### src/rtl/io_bus_ctrl.sv
// ---------------------------------------------------------------------------
// io_bus_ctrl : memory-mapped I/O block for a small CPU bus.
//   HEX display register, LED register, debounced KEY/SW inputs with
//   ready/overrun/interrupt-enable status, and a prescaled interval timer.
// Ports:
//   clk, reset        : clock, asynchronous active-high reset
//   addr, wdata       : bus address and write data (DBITS)
//   wrmem, rdmem      : write strobe, read strobe (read clears input ready)
//   rdata, hit        : combinational read data and address-match flag
//   KEY (active-low), SW : raw board inputs
//   HEXOUT, LEDR      : display/LED registers
//   intr              : registered OR of (ready & IE) over KEY, SW, timer
// Supports HEXDIGITS up to 8.
// ---------------------------------------------------------------------------

// Two-flop synchroniser followed by a stability-count debouncer.
module io_bus_sync_db #(
    parameter int W        = 4,
    parameter int DEBOUNCE = 4,
    parameter bit INVERT   = 1'b0
) (
    input  logic         clk,
    input  logic         reset,
    input  logic [W-1:0] in_i,
    output logic [W-1:0] acc_o,
    output logic         accept_o
);
    localparam int CW = (DEBOUNCE > 1) ? $clog2(DEBOUNCE + 1) : 1;

    logic [W-1:0]  sync1_q, sync2_q, acc_q, acc_d, in_s;
    logic [CW-1:0] cnt_q, cnt_d;
    logic          accept_s;

    // Optional inversion so a pressed active-low key reads as 1.
    always_comb begin
        if (INVERT) begin
            in_s = ~in_i;
        end else begin
            in_s = in_i;
        end
    end

    // Count consecutive cycles the synchronised value differs from the
    // accepted one; any match restarts the count.
    always_comb begin
        acc_d    = acc_q;
        cnt_d    = {CW{1'b0}};
        accept_s = 1'b0;
        if (sync2_q != acc_q) begin
            if (cnt_q == CW'(DEBOUNCE - 1)) begin
                acc_d    = sync2_q;
                accept_s = 1'b1;
            end else begin
                cnt_d = cnt_q + CW'(1);
            end
        end else begin
            cnt_d = {CW{1'b0}};
        end
    end

    // Synchroniser, accepted value and debounce counter state.
    always_ff @(posedge clk or posedge reset) begin
        if (reset) begin
            sync1_q <= {W{1'b0}};
            sync2_q <= {W{1'b0}};
            acc_q   <= {W{1'b0}};
            cnt_q   <= {CW{1'b0}};
        end else begin
            sync1_q <= in_s;
            sync2_q <= sync1_q;
            acc_q   <= acc_d;
            cnt_q   <= cnt_d;
        end
    end

    assign acc_o    = acc_q;
    assign accept_o = accept_s;
endmodule

// Ready / overrun / interrupt-enable status bits of one device.
module io_bus_status #(
    parameter bit WR_CLR_RDY = 1'b0
) (
    input  logic clk,
    input  logic reset,
    input  logic set_i,
    input  logic rd_clr_i,
    input  logic wr_i,
    input  logic w0_i,
    input  logic w2_i,
    input  logic w4_i,
    output logic ready_o,
    output logic ovr_o,
    output logic ie_o
);
    logic ready_q, ready_d, ovr_q, ovr_d, ie_q, ie_d;

    // A new event always wins over a same-cycle clear.
    always_comb begin
        if (set_i) begin
            ready_d = 1'b1;
        end else if (rd_clr_i || (WR_CLR_RDY && wr_i && !w0_i)) begin
            ready_d = 1'b0;
        end else begin
            ready_d = ready_q;
        end
        if (set_i && ready_q) begin
            ovr_d = 1'b1;
        end else if (wr_i && !w2_i) begin
            ovr_d = 1'b0;
        end else begin
            ovr_d = ovr_q;
        end
        if (wr_i) begin
            ie_d = w4_i;
        end else begin
            ie_d = ie_q;
        end
    end

    // Status bit registers.
    always_ff @(posedge clk or posedge reset) begin
        if (reset) begin
            ready_q <= 1'b0;
            ovr_q   <= 1'b0;
            ie_q    <= 1'b0;
        end else begin
            ready_q <= ready_d;
            ovr_q   <= ovr_d;
            ie_q    <= ie_d;
        end
    end

    assign ready_o = ready_q;
    assign ovr_o   = ovr_q;
    assign ie_o    = ie_q;
endmodule

module io_bus_ctrl #(
    parameter int DBITS     = 32,
    parameter int HEXDIGITS = 6,
    parameter int LEDBITS   = 10,
    parameter int KEYBITS   = 4,
    parameter int SWBITS    = 10,
    parameter int DEBOUNCE  = 4,
    parameter int PRESCALE  = 10,
    parameter logic [DBITS-1:0] ADDRHEX   = 32'hFFFF_F000,
    parameter logic [DBITS-1:0] ADDRLEDR  = 32'hFFFF_F020,
    parameter logic [DBITS-1:0] ADDRKEY   = 32'hFFFF_F080,
    parameter logic [DBITS-1:0] ADDRKCTRL = 32'hFFFF_F084,
    parameter logic [DBITS-1:0] ADDRSW    = 32'hFFFF_F090,
    parameter logic [DBITS-1:0] ADDRSCTRL = 32'hFFFF_F094,
    parameter logic [DBITS-1:0] ADDRTCNT  = 32'hFFFF_F100,
    parameter logic [DBITS-1:0] ADDRTLIM  = 32'hFFFF_F104,
    parameter logic [DBITS-1:0] ADDRTCTL  = 32'hFFFF_F108
) (
    input  logic                   clk,
    input  logic                   reset,
    input  logic [DBITS-1:0]       addr,
    input  logic                   wrmem,
    input  logic                   rdmem,
    input  logic [DBITS-1:0]       wdata,
    output logic [DBITS-1:0]       rdata,
    output logic                   hit,
    input  logic [KEYBITS-1:0]     KEY,
    input  logic [SWBITS-1:0]      SW,
    output logic [4*HEXDIGITS-1:0] HEXOUT,
    output logic [LEDBITS-1:0]     LEDR,
    output logic                   intr
);
    localparam int HB    = 4 * HEXDIGITS;
    localparam int PS_CW = (PRESCALE > 1) ? $clog2(PRESCALE) : 1;
    localparam logic [31:0] HEX_RST = 32'h00FE_DEAD;

    // Status word layout: IE at bit4, overrun at bit2, ready at bit0.
    function automatic logic [DBITS-1:0] ctrl_word(input logic ie, input logic ovr, input logic rdy);
        ctrl_word    = {DBITS{1'b0}};
        ctrl_word[4] = ie;
        ctrl_word[2] = ovr;
        ctrl_word[0] = rdy;
    endfunction

    logic [HB-1:0]      hex_q, hex_d;
    logic [LEDBITS-1:0] led_q, led_d;
    logic [DBITS-1:0]   tcnt_q, tcnt_d, tlim_q, tlim_d;
    logic [PS_CW-1:0]   presc_q, presc_d;
    logic               intr_q, intr_d;
    logic               wrap_s;
    logic [KEYBITS-1:0] key_acc_s;
    logic [SWBITS-1:0]  sw_acc_s;
    logic               key_acc_ev_s, sw_acc_ev_s;
    logic               k_rdy_s, k_ovr_s, k_ie_s, s_rdy_s, s_ovr_s, s_ie_s, t_rdy_s, t_ovr_s, t_ie_s;

    wire wr_hex_s   = wrmem && (addr == ADDRHEX);
    wire wr_led_s   = wrmem && (addr == ADDRLEDR);
    wire wr_kctl_s  = wrmem && (addr == ADDRKCTRL);
    wire wr_sctl_s  = wrmem && (addr == ADDRSCTRL);
    wire wr_tcnt_s  = wrmem && (addr == ADDRTCNT);
    wire wr_tlim_s  = wrmem && (addr == ADDRTLIM);
    wire wr_tctl_s  = wrmem && (addr == ADDRTCTL);
    wire rd_key_s   = rdmem && (addr == ADDRKEY);
    wire rd_sw_s    = rdmem && (addr == ADDRSW);
    wire tlim_zero_s = (tlim_q == {DBITS{1'b0}});
    wire tick_s      = !tlim_zero_s && (presc_q == PS_CW'(PRESCALE - 1));

    io_bus_sync_db #(.W(KEYBITS), .DEBOUNCE(DEBOUNCE), .INVERT(1'b1)) u_key_db (
        .clk(clk), .reset(reset), .in_i(KEY), .acc_o(key_acc_s), .accept_o(key_acc_ev_s));
    io_bus_sync_db #(.W(SWBITS), .DEBOUNCE(DEBOUNCE), .INVERT(1'b0)) u_sw_db (
        .clk(clk), .reset(reset), .in_i(SW), .acc_o(sw_acc_s), .accept_o(sw_acc_ev_s));

    io_bus_status #(.WR_CLR_RDY(1'b0)) u_key_st (
        .clk(clk), .reset(reset), .set_i(key_acc_ev_s), .rd_clr_i(rd_key_s), .wr_i(wr_kctl_s),
        .w0_i(wdata[0]), .w2_i(wdata[2]), .w4_i(wdata[4]),
        .ready_o(k_rdy_s), .ovr_o(k_ovr_s), .ie_o(k_ie_s));
    io_bus_status #(.WR_CLR_RDY(1'b0)) u_sw_st (
        .clk(clk), .reset(reset), .set_i(sw_acc_ev_s), .rd_clr_i(rd_sw_s), .wr_i(wr_sctl_s),
        .w0_i(wdata[0]), .w2_i(wdata[2]), .w4_i(wdata[4]),
        .ready_o(s_rdy_s), .ovr_o(s_ovr_s), .ie_o(s_ie_s));
    io_bus_status #(.WR_CLR_RDY(1'b1)) u_tmr_st (
        .clk(clk), .reset(reset), .set_i(wrap_s), .rd_clr_i(1'b0), .wr_i(wr_tctl_s),
        .w0_i(wdata[0]), .w2_i(wdata[2]), .w4_i(wdata[4]),
        .ready_o(t_rdy_s), .ovr_o(t_ovr_s), .ie_o(t_ie_s));

    // Output registers, timer limit and interrupt next-state.
    always_comb begin
        hex_d  = wr_hex_s  ? wdata[HB-1:0]      : hex_q;
        led_d  = wr_led_s  ? wdata[LEDBITS-1:0] : led_q;
        tlim_d = wr_tlim_s ? wdata              : tlim_q;
        intr_d = (k_rdy_s & k_ie_s) | (s_rdy_s & s_ie_s) | (t_rdy_s & t_ie_s);
    end

    // Timer: a zero limit parks everything at 0; a count write beats a tick.
    // The >= compare also wraps a count left above a freshly shrunk limit.
    always_comb begin
        tcnt_d  = tcnt_q;
        presc_d = presc_q;
        wrap_s  = 1'b0;
        if (tlim_zero_s) begin
            tcnt_d  = {DBITS{1'b0}};
            presc_d = {PS_CW{1'b0}};
        end else if (wr_tcnt_s) begin
            tcnt_d  = wdata;
            presc_d = {PS_CW{1'b0}};
        end else if (tick_s) begin
            presc_d = {PS_CW{1'b0}};
            if (tcnt_q >= (tlim_q - DBITS'(1))) begin
                tcnt_d = {DBITS{1'b0}};
                wrap_s = 1'b1;
            end else begin
                tcnt_d = tcnt_q + DBITS'(1);
            end
        end else begin
            presc_d = presc_q + PS_CW'(1);
        end
    end

    // Register state.
    always_ff @(posedge clk or posedge reset) begin
        if (reset) begin
            hex_q   <= HEX_RST[HB-1:0];
            led_q   <= {LEDBITS{1'b0}};
            tcnt_q  <= {DBITS{1'b0}};
            tlim_q  <= {DBITS{1'b0}};
            presc_q <= {PS_CW{1'b0}};
            intr_q  <= 1'b0;
        end else begin
            hex_q   <= hex_d;
            led_q   <= led_d;
            tcnt_q  <= tcnt_d;
            tlim_q  <= tlim_d;
            presc_q <= presc_d;
            intr_q  <= intr_d;
        end
    end

    // Combinational read mux.
    always_comb begin
        rdata = {DBITS{1'b0}};
        hit   = 1'b1;
        case (addr)
            ADDRHEX:   rdata[HB-1:0]      = hex_q;
            ADDRLEDR:  rdata[LEDBITS-1:0] = led_q;
            ADDRKEY:   rdata[KEYBITS-1:0] = key_acc_s;
            ADDRKCTRL: rdata              = ctrl_word(k_ie_s, k_ovr_s, k_rdy_s);
            ADDRSW:    rdata[SWBITS-1:0]  = sw_acc_s;
            ADDRSCTRL: rdata              = ctrl_word(s_ie_s, s_ovr_s, s_rdy_s);
            ADDRTCNT:  rdata              = tcnt_q;
            ADDRTLIM:  rdata              = tlim_q;
            ADDRTCTL:  rdata              = ctrl_word(t_ie_s, t_ovr_s, t_rdy_s);
            default:   hit                = 1'b0;
        endcase
    end

    assign HEXOUT = hex_q;
    assign LEDR   = led_q;
    assign intr   = intr_q;
endmodule

### config.mk
export PLATFORM = sky130hd
export DESIGN_NAME = io_bus_ctrl
export DESIGN_NICKNAME = d
export VERILOG_FILES = /design/src/rtl/io_bus_ctrl.sv
export SDC_FILE = /design/constraint.sdc
export NUM_CORES = 1
export LEC_CHECK = 0
export CORE_UTILIZATION = 45
export DETAILED_ROUTE_END_ITERATION = 16
export PLACE_DENSITY = 0.73
export SLEW_MARGIN = 0
export SYNTH_ARGS = -nofsm -noshare
export SYNTH_HDL_FRONTEND = slang
export SYNTH_HIERARCHICAL = 1
export SYNTH_SLANG_ARGS = --single-unit
export TNS_END_PERCENT = 20
### constraint.sdc
create_clock -name clk -period 5.7 [get_ports clk]
set_input_delay 0.855 -clock clk [delete_from_list [all_inputs] [get_ports clk]]
set_output_delay 0.855 -clock clk [all_outputs]
set_load 0.01 [all_outputs]
=== Word-level counts from Yosys, hierarchy flattened ===
Index checks and enable logic that the tools add are counted.

* Logic and storage cells: 116
* Input bits: 82
* Register bits after elaboration: 160

* Reductions and logical operators: 31
* Add/sub/neg operators: 5
* Bitwise operators: 6
* Magnitude comparators: 1
* Muxes and demuxes: 36
* Equality and inequality tests: 14

{| class="wikitable"
|+ Operator list
! operator !! count
|-
| 32-bit == test (second input constant) || 9
|-
| 32-bit two-way mux || 4
|-
| 6-bit one-hot mux with 8 select lines || 1
|-
| 14-bit one-hot mux with 3 select lines || 1
|-
| 4-bit one-hot mux with 9 select lines || 1
|-
| 32-bit by 1-bit adder with 32-bit output (second input constant) || 1
|-
| 32-bit >= comparator || 1
|-
| 32-bit zero test || 1
|-
| 32-bit by 1-bit subtractor with 32-bit output (second input constant) || 1
|-
| 1-bit two-way mux || 21
|-
| 1-bit logical AND || 17
|-
| 8-bit one-hot mux with 2 select lines || 1
|-
| 3-bit two-way mux || 4
|-
| 4-bit two-way mux || 3
|-
| 2-bit nonzero test || 6
|-
| 10-bit inequality test || 1
|-
| 9-bit OR reduction || 1
|-
| 3-bit by 1-bit adder with 3-bit output (second input constant) || 2
|-
| 3-bit by 2-bit == test with 1-bit output (second input constant) || 2
|-
| 4-bit by 1-bit adder with 4-bit output (second input constant) || 1
|-
| 4-bit == test (second input constant) || 1
|-
| 4-bit inequality test || 1
|-
| 4-bit inverter || 1
|-
| 2-bit AND reduction || 2
|-
| other kinds (4) || 9
|}

=== Logic depth before layout (Yosys ltp) ===
* Depth after elaboration: 8
* Depth in mapped cells: 18

=== Modules after synthesis ===
The synthesis kept the hierarchy.

{| class="wikitable"
|+ Modules (own cells, without submodules)
! module !! area an instance (um^2) !! cells an instance !! times used
|-
| io_bus_ctrl || 7179.4 || 773 || 1
|-
| io_bus_sync_db at u_sw_db || 1134.8 || 89 || 1
|-
| io_bus_sync_db at u_key_db || 536.8 || 36 || 1
|-
| io_bus_status at u_key_st ... || 120.1 || 9 || 2
|-
| io_bus_status at u_tmr_st || 123.9 || 10 || 1
|}

=== Worst setup path before layout ===
Ideal clock, no wire load.

* Kind: register -> register
* From: reg tlim_q[14]
* To: reg tcnt_q[4]
* Library setup time: 0.126 ns
* Clock period less this slack: 4.286 ns
* Data arrival time: 4.160 ns
* Cell stages (with the launch flop): 18
* Data required time: 5.574 ns
* Slack: 1.414 ns
* Path through: dfrtp_1 or4_1 or3_1 clkbuf_1 or3_1 nor2_1 nand3b_1 xor2_1 ha_1 nand4_1 nor3_1 o21ai_0 a31oi_1 or2_2 clkbuf_1 clkbuf_1 o32ai_1 a221o_1

* Cells in the longest elaborated chain, start to end: 6
* Elaborated cells between the ends (all ways): 10

{| class="wikitable"
|+ RTL lines
! what !! line !! RTL
|-
| start: declaration || 185 || <nowiki>logic [DBITS-1:0] tcnt_q, tcnt_d, tlim_q, tlim_d;</nowiki>
|-
| start signal: assignment || 263 || <nowiki>tlim_q <= {DBITS{1'b0}};</nowiki>
|-
| start signal: assignment || 270 || <nowiki>tlim_q <= tlim_d;</nowiki>
|-
| 32-bit by 1-bit subtractor with 32-bit output || 246 || <nowiki>if (tcnt_q >= (tlim_q - DBITS'(1))) begin</nowiki>
|-
| 32-bit >= comparator || 246 ||
|-
| 32-bit two-way mux || 246 ||
|-
| 32-bit two-way mux || 244 || <nowiki>end else if (tick_s) begin</nowiki>
|-
| 32-bit two-way mux || 241 || <nowiki>end else if (wr_tcnt_s) begin</nowiki>
|-
| 32-bit two-way mux || 238 || <nowiki>if (tlim_zero_s) begin</nowiki>
|-
| end signal: assignment || 262 || <nowiki>tcnt_q <= {DBITS{1'b0}};</nowiki>
|-
| end signal: assignment || 269 || <nowiki>tcnt_q <= tcnt_d;</nowiki>
|-
| end: declaration || 185 ||
|}

Several ways; a longest one is shown, not always the timed one. The select of a mux whose other input is x is not followed.
A chain may end at the register's enable or synchronous reset.

=== Worst setup path after layout ===
* From: in addr[28]
* To: out rdata[3]

* Cells in the longest elaborated chain, start to end: 2
* Elaborated cells between the ends (all ways): 10

{| class="wikitable"
|+ RTL lines
! what !! line !! RTL
|-
| start: declaration || 159 || <nowiki>input logic [DBITS-1:0] addr,</nowiki>
|-
| 32-bit == test || 280 || <nowiki>case (addr)</nowiki>
|-
| 4-bit one-hot mux with 9 select lines (*) || 280 ||
|-
| end: declaration || 163 || <nowiki>output logic [DBITS-1:0] rdata,</nowiki>
|}

Mark *: on every way between the ends. The rest lies on a longest branch, timed or not.

==> results.toml <==
[critical_path]
end_kind = "output port"
path_common_cell = "clkdlybuf4s50_1"
slowest_delay_ps = 630
crit_buf_inv = 3
cp_cell_sequence = "clkdlybuf4s50_1, nand4_1, or4_4, or3_4, or4_1, buf_4, o21ai_0, a221o_1, clkdlybuf4s50_1"
path_delay_family = "simple AND/OR/NAND/NOR gates"
path_class = "input pin to output port"
worstPathRequired_ps = 4850
start_kind = "input pin"
cp_slowest_cell = "or4_1"
cp.arrival_ps = 4180
crit_fanout = 11

[yosys]
synth.area.top_cells = "dfrtp_1, mux2_2, ha_1, dfstp_2, nand2_1"
ys_ff_latch = 160
netlist_instances = 926
synth_top_area_cell = "dfrtp_1"
syn_area_um2 = 9220
yosys_warnings = 6
synth.distinct_cells = 71
synthFlopType = "dfrtp_1"
synth_nets = 1047
async_flop_share_pct = 100
ys_seq_area_share_pct = 43.7
synth_edf_count = 0
synth_top_area_share_pct = 38.6
avgSynthCellArea_um2 = 9.95

[clocking]
clock_path_buffers = 2
holdBufCountCts = 0
cts-root-buf = "clkbuf_16"
tritoncts = "done"
numCtsBuffers = 17
clkSlewWorstSetupHoldPaths_ps = 80
htree_levels = 4
ctsResizeCount = 0
insertion_delay_ps = 440
clkSinkCount = 160
postCtsSetupBuffers = 0

[power_and_ir_drop]
leakage_nw = 5.38
irDropWorstVdd_uv = 214
p_per_area_nw_per_um2 = 217

[die]
ioPinCount = 150
row_count = 51
core_area_um2 = 19800
die_h_um = 145
dieArea_um2 = 21100
start_util_pct = 46.6
die_w_um = 145

[global_routing]
grt_overflow = 0
antenna_found_initial = 0
grt_max_degree = 66
grt_use_total_pct = 25.4
grt_pass1_vias = 7973
grt_pass1_wl_um = 42600

[sta]
worstMarginPinSlew_ps = 1310
setup_tns_ps = 0
rsz0062_at_grt = "false"
finClkSkew_ps = 12.0
period_share_pct = 88.4
setup_ws_ps = 664
period_needed_ps = 5040
slew_violations = 0
fmax_ghz = 0.199
finalSetupViolations = 0
relSlewSlack_pct = 11.9
finalHoldViolations = 0

[routing]
drcViolationCount = 0
routedWlPerCell_um = 19.1
drt_pass1_iterations = 7
vias_per_cell = 5.96
antenna_left = 0
routed_wirelength_um = 26000
drt_iter0_drc = 695
dr_total_vias = 8090

[final_layout]
area_delta_synth_final_pct = 27.1
fillers = 1705
layout_common_cells = "clkdlybuf4s50_1, dfrtp_1, nand2_1"
fin_nets = 1200
layout_commonest_cell = "clkdlybuf4s50_1"
layout-drive-gt1-share_pct = 15.6
n_antenna_cell = 0

[place]
dpl.hpwl_um = 18800
io_buffer_count = 149
gp_congestion = 0.885
pre_cts_slack_ps = 642

[job]
drv_cap = 0

[hold_path]
hp-class = "register to register"

[status]
status = "completed"
layout make-up:
type / instances / area, um2 / area share [%]
Multi-Input combinational cell: 677 / 4850 / 41.4
Sequential cell: 160 / 4030 / 34.4
Timing Repair Buffer: 180 / 1720 / 14.7
Clock buffer: 17 / 425 / 3.63
Tap cell: 265 / 332 / 2.83
Clock inverter: 15 / 194 / 1.66
Inverter: 43 / 164 / 1.40
worst paths after layout:
path,startpoint,endpoint,slack (ps),cells past startpoint
max in group asynchronous,reset,HEXOUT[21],3480,3
min in group asynchronous,reset,u_key_st/ready_o,850,2
worst max-delay path,addr[28],rdata[3],660,9
worst max register to register,tlim_q[14],tcnt_q[18],760,16
worst min-delay path,u_key_db/sync1_q[1],u_key_db/sync2_q[1],350,0
worst min register to register,u_key_db/sync1_q[1],u_key_db/sync2_q[1],350,0
stage by stage:
step	instance area, um2	power (W)	utilization (%)	cells	hold slack [ps]
3_3_place_gp	11100	0.00139	56.1	1325	332
4_1_cts	11700	0.00256	59.2	1357	352
5_1_grt	11700	0.00264	59.2	1357	356
3_5_place_dp	11100	0.00140	56.1	1325	335
2_1_floorplan	9220	0.00130	-	926	331
6_report	11700	0.00254	59.2	1357	351
cell usage after synthesis (5+ instances only):
| master | count |
|---|---|
| dfrtp_1 | 142 |
| nand2_1 | 92 |
| mux2_2 | 69 |
| nor2_1 | 62 |
| inv_1 | 43 |
| nand3_1 | 42 |
| ha_1 | 39 |
| o21ai_0 | 34 |
| clkbuf_1 | 32 |
| nor3_1 | 27 |
| xor2_1 | 27 |
| a21oi_1 | 26 |
| a221o_1 | 21 |
| nand4_1 | 21 |
| dfstp_2 | 18 |
| xnor2_1 | 18 |
| nor4_1 | 16 |
| a222oi_1 | 15 |
| a22o_1 | 13 |
| a22oi_1 | 12 |
| mux2i_1 | 12 |
| nand2b_1 | 9 |
| buf_2 | 8 |
| and3_1 | 7 |
| nor2b_1 | 7 |
| or3_1 | 7 |
| a31oi_1 | 6 |
| o31ai_1 | 6 |
| or2_2 | 6 |
| or4_1 | 6 |
| a211oi_1 | 5 |
| nor4_2 | 5 |
| o21bai_1 | 5 |
where the power goes:
group / switching [W] / internal [W] / total [W]
clock: 0.000563 / 0.000597 / 0.00116
sequential: 0.0000270 / 0.00117 / 0.00120
combinational: 0.0000830 / 0.0000945 / 0.000178
cell families (layout without fill, tap and decap cells):
family	after synthesis	in the layout	share of synthesized area (%)
other	1	1	0.0407
muxes	85	85	10.3
AOI/OAI and AO/OA	174	174	14.0
adders and majority gates	39	39	5.30
xor gates and xnor gates	45	45	4.28
and+or+nand+nor	333	333	18.5
buffers and inverters	89	255	3.90
DFF	160	160	43.7
state kept, by name, indices dropped and copies added (netlist names), 4 cells and up:
register and cells:
HEXOUT 24, LEDR 10, presc_q 4, tcnt_q 32, tlim_q 32, u_key_db/acc_o 4, u_key_db/sync1_q 4, u_key_db/sync2_q 4
u_sw_db/acc_o 10, u_sw_db/sync1_q 10, u_sw_db/sync2_q 10
layer usage:
layer	vias to the layer above	part of all wire, %	wire length (um)	GRT usage, %
met4	0	2.4	614	8.89
met3	51	6.1	1590	4.47
li1	3724	-	-	-
met5	-	0	0	0
met1	3988	44	11300	33.3
met2	327	48	12500	42.1
Note: power is estimated with default switching activity, not from simulation.
==> patch (same flow settings) <==
Register the output `hit`, without a reset; this adds one clock of latency there. The other outputs are not delayed to match. Comments in the files are not updated.
--- a/src/rtl/io_bus_ctrl.sv
+++ b/src/rtl/io_bus_ctrl.sv
@@ -172,6 +172,8 @@
     localparam int PS_CW = (PRESCALE > 1) ? $clog2(PRESCALE) : 1;
     localparam logic [31:0] HEX_RST = 32'h00FE_DEAD;
 
+    logic hit_d;
+
     // Status word layout: IE at bit4, overrun at bit2, ready at bit0.
     function automatic logic [DBITS-1:0] ctrl_word(input logic ie, input logic ovr, input logic rdy);
         ctrl_word    = {DBITS{1'b0}};
@@ -276,7 +278,7 @@
     // Combinational read mux.
     always_comb begin
         rdata = {DBITS{1'b0}};
-        hit   = 1'b1;
+        hit_d = 1'b1;
         case (addr)
             ADDRHEX:   rdata[HB-1:0]      = hex_q;
             ADDRLEDR:  rdata[LEDBITS-1:0] = led_q;
@@ -287,12 +289,16 @@
             ADDRTCNT:  rdata              = tcnt_q;
             ADDRTLIM:  rdata              = tlim_q;
             ADDRTCTL:  rdata              = ctrl_word(t_ie_s, t_ovr_s, t_rdy_s);
-            default:   hit                = 1'b0;
+            default:   hit_d              = 1'b0;
         endcase
     end
 
     assign HEXOUT = hex_q;
     assign LEDR   = led_q;
     assign intr   = intr_q;
+    always_ff @(posedge clk) begin
+        hit <= hit_d;
+    end
+
 endmodule
 
Formal check against the unedited RTL: not equivalent (a bounded check fails within 4 cycles, from zero or initial values and one cycle with reset high).
==> patch against the unedited design <==
- maximum frequency is 0.18% higher
- area after synthesis is 0.22% higher
- sequential cell count is 1 higher
- worst setup slack better by 0.0093 ns
- non-clock buffer count is 5 lower
- first-iteration DRC count is 0.86% higher
- global-route usage is 0.19 points lower
- sequential share of layout area is 0.25 points higher
- wire length is 1.1% lower
- cell area is 0.23% lower
- cell count hardly changed
- total power hardly changed
==> patch: results (changes against the unedited design) <==
Worst setup path
  • Critical-path maximum fanout: 14 (+3)
  • R2r worst-path depth: 15 (-1)
  • Critical path's largest stage delay: 0.58 ns (-0.05 ns)
  • Slowest stage cell on the critical path: or4_4
  • Last element of the critical path: rdata[19]

Status
  • Outcome: completed

Pwr
  • Portion of total power attributed to the clock network: 45.4% (-0.3 points)
  • Internal power consumption: 1.88 mW (+0.62%)
  • Switching power total: 0.663 mW (-1.5%)
  • Leakage dissipation: 5.36 nW (-0.36%)
  • IR Drop Worst-Case VDD: 0.000196 V (-8.3%)

Layout
  • Proportion of layout cells with a drive suffix above 1: 15.2% (-0.40 points)

Global route
  • First-pass GRT wire length: 41.8 mm (-2.0%)
  • Largest net degree at the start of global routing: 74 (+12%)
  • Aggregate global-route resource usage: 25.2% (-0.19 points)
  • Vias in the first global route: 7,862 (-1.4%)

Logic synthesis
  • Leading cell types by total area after synthesis: dfrtp_1 38%, mux2_2 8.4%, ha_1 5.3%
  • Seq/Total Area, Yosys: 43.8% (+0.12 points)
  • Number of distinct library cell variants in the gate-level netlist after synthesis: 72 (+1.4%)
  • Fraction of registers with async set/reset: 99.4% (-0.62 points)
  • Mean area per synthesized cell: 9.96 µm² (+0.11%)

Drt
  • Iteration-0 DRC Markers: 701 (+0.86%)
  • Post-detailed-routing wire length: 25.7 mm (-1.1%)
  • Post-DR vias/cell: 5.90 (-1.1%)

Place
  • Detailed placer's ending HPWL: 18.6 mm (-1.0%)
  • Total cell area at the placement stage: 11,100 µm² (-0.10%)
  • Placed cell count: 1,326 (+0.075%)
  • Placer's final routability congestion estimate: 0.917 (+3.6%)

STA
  • Final clock skew: 0.00949 ns (-0.00248 ns)
  • Min Clock Period, post-route: 5.03 ns (-0.00927 ns)
## patch: cell types whose count changed after synthesis
cell     unedited run  this run
dfxtp_1             0         1
## patch: cells by family (layout without fill, tap and decap cells)
group | Yosys count | in the layout | synth area share (%)
xor+xnor | 45 | 45 | 4.27
other cells | 1 | 1 | 0.0406
compound gates | 174 | 174 | 14.0
flops | 161 | 161 | 43.8
buf+inv | 89 | 250 | 3.89
fa+ha+maj | 39 | 39 | 5.28
mux | 85 | 85 | 10.3
simple gates | 333 | 333 | 18.5
## patch: per-layer routing
metal / GRT usage, % / share of wire [%] / vias to the layer above / wire length (µm)
li1: - / - / 3735 / -
met1: 32.6 / 44 / 3949 / 11300
met2: 42.0 / 48 / 278 / 12400
met3: 4.91 / 5.6 / 47 / 1450
met4: 9.05 / 2.2 / 0 / 563
met5: 0 / 0 / - / 0
## patch: area by class of cell
class	instances	area, µm²
sequential	161	4050
fill	1748	8480
multi-input combinational	677	4850
clock inverter	14	164
tap	270	338
inverter	43	164
clock buffer	18	439
timing repair buffer	175	1690
